`src/rtl/pc_fetch_unit.sv`:
```
// Program counter and instruction fetch stage: fetches one instruction per step
// over a req/ready handshake and selects the next PC from the decoder's Branch code.
module pc_fetch_unit #(
  parameter logic [31:0] RESET_PC = 32'h0000_0000
) (
  input  logic        clk,
  input  logic        reset,
  input  logic [1:0]  Branch,
  input  logic [31:0] rs_data,
  input  logic        step,
  output logic        imem_req,
  output logic [31:0] imem_addr,
  input  logic [31:0] imem_rdata,
  input  logic        imem_ready,
  output logic [31:0] inst,
  output logic        inst_valid,
  output logic [31:0] pc,
  output logic [31:0] pc_plus4,
  output logic        addr_err
);

  typedef enum logic [1:0] {
    FETCH = 2'd0,
    EXEC  = 2'd1,
    HALT  = 2'd2
  } state_t;

  state_t      state;
  state_t      state_nxt;
  logic        run;
  logic        fetch_hit;
  logic        exec_step;
  logic        misaligned;
  logic [31:0] pc_nxt;

  // Next-PC mux; the branch offset is a signed word count, so wrap works both ways.
  function automatic logic [31:0] next_pc(
    input logic [1:0]  sel,
    input logic [31:0] pc4,
    input logic [25:0] ir,
    input logic [31:0] rs
  );
    logic signed [31:0] br_off;
    br_off = signed'({{14{ir[15]}}, ir[15:0], 2'b00});
    case (sel)
      2'b00:   next_pc = pc4;
      2'b01:   next_pc = pc4 + unsigned'(br_off);
      2'b10:   next_pc = {pc4[31:28], ir, 2'b00};
      default: next_pc = rs;
    endcase
  endfunction

  assign pc_plus4   = pc + 32'd4;
  assign imem_addr  = pc;
  assign pc_nxt     = next_pc(Branch, pc_plus4, inst[25:0], rs_data);
  assign misaligned = |pc_nxt[1:0];
  assign fetch_hit  = imem_req && imem_ready;
  assign exec_step  = (state == EXEC) && step;

  // State register
  always_ff @(posedge clk or negedge reset) begin
    if (!reset) begin
      state <= FETCH;
    end else begin
      state <= state_nxt;
    end
  end

  // Next-state logic
  always_comb begin
    state_nxt = state;
    case (state)
      FETCH: begin
        if (fetch_hit) begin
          state_nxt = EXEC;
        end
      end
      EXEC: begin
        if (step) begin
          state_nxt = misaligned ? HALT : FETCH;
        end
      end
      HALT:    state_nxt = HALT;
      default: state_nxt = FETCH;
    endcase
  end

  // Output decode; run keeps imem_req low until the first edge after reset release
  always_comb begin
    imem_req   = 1'b0;
    inst_valid = 1'b0;
    case (state)
      FETCH:   imem_req   = run;
      EXEC:    inst_valid = 1'b1;
      default: begin
        imem_req   = 1'b0;
        inst_valid = 1'b0;
      end
    endcase
  end

  // PC, instruction latch and sticky error
  always_ff @(posedge clk or negedge reset) begin
    if (!reset) begin
      run      <= 1'b0;
      pc       <= RESET_PC;
      inst     <= 32'd0;
      addr_err <= 1'b0;
    end else begin
      run <= 1'b1;
      if (fetch_hit) begin
        inst <= imem_rdata;
      end
      if (exec_step) begin
        if (misaligned) begin
          addr_err <= 1'b1;
        end else begin
          pc <= pc_nxt;
        end
      end
    end
  end

endmodule

```
`config.mk`:
```
export PLATFORM = sky130hd
export DESIGN_NAME = pc_fetch_unit
export DESIGN_NICKNAME = d
export VERILOG_FILES = /design/src/rtl/pc_fetch_unit.sv
export SDC_FILE = /design/constraint.sdc
export NUM_CORES = 1
export LEC_CHECK = 0
export ABC_AREA = 1
export BUFFER_PORTS_ARGS = -buffer_cell sky130_fd_sc_hd__buf_4
export CELL_PAD_IN_SITES_DETAIL_PLACEMENT = 0
export CELL_PAD_IN_SITES_GLOBAL_PLACEMENT = 1
export CORE_AREA = 4 4 118 176
export CTS_CLUSTER_DIAMETER = 60
export DETAILED_ROUTE_END_ITERATION = 7
export DIE_AREA = 0 0 122 180
export GPL_TIMING_DRIVEN = 1
export PLACE_DENSITY_LB_ADDON = 0.3
export REMOVE_ABC_BUFFERS = 1
export SLEW_MARGIN = 20
export SYNTH_ARGS = -nofsm -noshare
export SYNTH_HDL_FRONTEND = slang
export SYNTH_SLANG_ARGS = --single-unit
```
`constraint.sdc`:
```
create_clock -name clk -period 3.3 [get_ports clk]
set_input_delay 0.66 -clock clk [delete_from_list [all_inputs] [get_ports clk]]
set_output_delay 0.66 -clock clk [all_outputs]
set_load 0.01 [all_outputs]
```
==> results.json <==
{
  "status": "finished, final reports clean",
  "cpLargestDelayFamily": "simple AND/OR/NAND/NOR gates",
  "yosys_most_used_dff": "dfrtp_1",
  "pwr-share-comb_pct": 27.2,
  "finalSetupTns_ns": 0,
  "slew_headroom_pct": 35.2,
  "grt_max_degree": 69,
  "pin_count": 201,
  "fin_crit_ns": 3.18,
  "finalSetupViolCount": 0,
  "crit_chain": "ha_1, nand2_2, nor2_4, nand2_1, nor2_2, xor2_2, ha_2, nand2_1, nor2_1, inv_1, buf_4, nor2_1, nand4_1, nand3_1, nand2_1, nand3_1, nand2_1, nand2_1, nand2_1",
  "cpPeakStageDelay_ns": 0.42,
  "first_iter_violations": 570,
  "core_mm2": 0.0192,
  "worstMarginPinSlew_ns": 0.972,
  "clock_path_buffers": 2,
  "post-route-util_pct": 48.2,
  "critical_path_required_ns": 3.55,
  "fin_skew_ns": 0.00906,
  "pre_cts_ws_ns": -0.403,
  "wl_per_cell_um": 18.0,
  "antenna_found_initial": 0,
  "power.switching_w": 0.000864,
  "hold_viol": 0,
  "power_frac_clock_pct": 38.5,
  "reg2reg_slack_ns": 0.12,
  "die-height_um": 180,
  "p_int_w": 0.00172,
  "cp_common_cell": "nand2_1",
  "seqPwrFrac_pct": 34.4,
  "fin_nets": 1426,
  "crit_type": "reg2reg",
  "synth_cell_types": 46,
  "cts.htree.levels": 3,
  "num_vias": 7780,
  "path_max_fanout": 6,
  "root_buffer": "clkbuf_16",
  "timing.final.ws_setup_ns": 0.117,
  "gr-total-overflow": 0,
  "cp.arrival_ns": 3.43,
  "hold_class": "in2async",
  "cts.sinks": 68,
  "grt_pass1_vias": 7914,
  "gr-usage-all-layers_pct": 26.2,
  "synth-seq-cells": 68,
  "gp_congestion": 0.999,
  "syn_avg_cell_area_um2": 6.25,
  "dp_hpwl_um": 22900,
  "port_buffers": 200,
  "crit_path_start_kind": "flop",
  "maxCapViolCount": 0,
  "rsz0062_at_grt": "yes",
  "cts_buffers": 9,
  "yosys_warnings": 0,
  "drc": 0,
  "clk_latency_ns": 0.36,
  "dr.pass1.iters": 5,
  "start_util_pct": 35.4,
  "final.period_utilization_pct": 96.5,
  "rr_endpoint": "imem_addr[21]$_DFFE_PN0P_",
  "worst-path-buf-inv": 2,
  "cts_tree": "built",
  "finalMaxSlewViolations": 0,
  "die_area_mm2": 0.0220,
  "r2r_cells": 19,
  "p_leak_nw": 5.26,
  "async_flop_share_pct": 100,
  "max_freq_ghz": 0.314,
  "wirelength_um": 28400,
  "switching_share_pct": 33.4,
  "synth-edff-count": 0,
  "ys_seq_area_share_pct": 25.1,
  "area_growth_pct": 36.3,
  "p_per_area_mw_per_mm2": 280,
  "vias_per_cell": 4.92,
  "cp-end-kind": "flop",
  "cts.clk_slew.worst_paths_ns": 0.07,
  "synth_cells": 1085,
  "ir_drop_uv": 274,
  "syn-cell-area_mm2": 0.00678,
  "grt_pass1_wl_um": 44000,
  "diodes": 0,
  "antenna_left": 0,
  "r2r_start": "imem_addr[2]$_DFFE_PN0P_",
  "die_x_um": 122,
  "core.rowCount": 62,
  "cp_slowest_cell": "dfrtp_2",
  "drive_above_1_share_pct": 29.6
}
## Yosys cell counts, drive strengths merged, types with 3 or more instances
library cell	n	area [µm²]
or2	8	50.1
nand3b	3	22.5
nand2	385	1470
o21ai	48	248
xor2	9	86.3
dfrtp	68	1700
ha	36	450
inv	154	578
o21bai	8	63.8
a21oi	45	229
nand3	68	355
buf	46	319
nor3	13	80.1
nor2	124	521
nand4	11	68.8
and2	4	25.0
o2111ai	3	26.3
mux2	30	338
clkbuf	6	22.5
## power by group through the flow
stage	clock (W)	sequential (W)	combinational, W
2_1_floorplan	0	0.000917	0.000312
5_1_grt	0.00104	0.000892	0.000777
6_report	0.000995	0.000888	0.000703
3_3_place_gp	0	0.000901	0.000694
3_5_place_dp	0	0.000902	0.000693
4_1_cts	0.00101	0.000887	0.000698
## how the worst max path moves through the flow
| stage | to | slack (ns) | from | cells after the start |
|---|---|---|---|---|
| floorplan | imem_addr[13]$_DFFE_PN0P_ | 0.42 | imem_addr[2]$_DFFE_PN0P_ | 20 |
| global placement | imem_addr[19]$_DFFE_PN0P_ | -0.45 | imem_addr[2]$_DFFE_PN0P_ | 18 |
| detailed placement | imem_addr[19]$_DFFE_PN0P_ | -0.40 | imem_addr[2]$_DFFE_PN0P_ | 18 |
| CTS | imem_addr[26]$_DFFE_PN0P_ | 0.03 | imem_addr[2]$_DFFE_PN0P_ | 19 |
| global route | imem_addr[31]$_DFFE_PN0P_ | -0.03 | imem_addr[12]$_DFFE_PN0P_ | 19 |
| finish | imem_addr[21]$_DFFE_PN0P_ | 0.12 | imem_addr[2]$_DFFE_PN0P_ | 19 |
## per-layer routing
layer | GRT usage (%) | share of wire [%] | vias up
li1 | - | - | 3850
met1 | 30.9 | 41 | 3624
met2 | 46.7 | 51 | 252
met3 | 3.77 | 4.7 | 54
met4 | 11.0 | 4.0 | 0
met5 | 0 | 0 | -
## timing repair
action | CTS | global route
cloned | 0 | 0
hold buffers | 0 | 0
gates resized for setup | 9 | 27
setup buffers | 1 | 0
pin swaps | 1 | 0
endpoints found under the setup margin | 9 | 21
## state kept, by name (all words and copies together), names as in the netlist
| signal | cells |
|---|---|
| addr_err | 1 |
| run | 1 |
| state | 2 |
| inst | 32 |
| imem_addr | 32 |
## through the flow
step / hold slack, ns / cell area (µm²) / total power (W) / cells
floorplan: 0.364 / 6430 / 0.00123 / 1033
global placement: 0.453 / 8810 / 0.00159 / 1563
detailed placement: 0.485 / 8810 / 0.00159 / 1563
CTS: 0.491 / 9160 / 0.00260 / 1580
global route: 0.513 / 9240 / 0.00271 / 1580
finish: 0.451 / 9240 / 0.00259 / 1580
## kinds of logic (layout without fill, tap and decap cells)
kind of cell / after synthesis / after routing / synth area share (%)
AND/OR/NAND/NOR: 617 / 617 / 38.3
AO/OA/AOI/OAI: 114 / 114 / 9.49
XOR/XNOR: 10 / 10 / 1.40
other: 1 / 1 / 0.0553
multiplexers: 30 / 30 / 4.99
buffers and inverters: 208 / 447 / 13.7
adder cells (fa/ha/maj): 37 / 37 / 6.94
flip-flops: 68 / 68 / 25.1
## final cells by class
type | instances | area, µm²
inverter | 156 | 586
clock inverter | 3 | 20.0
clock buffer | 13 | 270
tap | 256 | 320
sequential | 68 | 1710
multi-input combinational | 809 | 4270
fill | 2056 | 9920
timing repair buffer | 275 | 2060
## layout by cell type, fill, tap and decap left out, types with 4 or more instances in the layout
master / count
o21ai_0: 40
mux2_2: 30
o21ai_1: 6
clkbuf_16: 9
inv_1: 152
or2_2: 6
nor3_1: 10
nand2_2: 15
nor2_2: 14
nor2_1: 102
dfrtp_2: 4
nand3_1: 63
nand3_2: 5
o21bai_1: 5
ha_1: 34
buf_4: 275
a21oi_1: 40
a21oi_2: 5
xor2_1: 7
nand2_1: 370
nand4_1: 11
dfrtp_1: 64
nor2_4: 8
## worst reg2reg max path: stages (launching register included)
cell and delay (ns):
dfrtp_2 0.42, ha_1 0.21, nand2_2 0.10, nor2_4 0.16, nand2_1 0.17, nor2_2 0.19, xor2_2 0.11, ha_2 0.40
nand2_1 0.13, nor2_1 0.15, inv_1 0.07, buf_4 0.13, nor2_1 0.20, nand4_1 0.17, nand3_1 0.14, nand2_1 0.05
nand3_1 0.11, nand2_1 0.08, nand2_1 0.06, nand2_1 0.04
No activity file was read; power rests on OpenSTA's default activity.
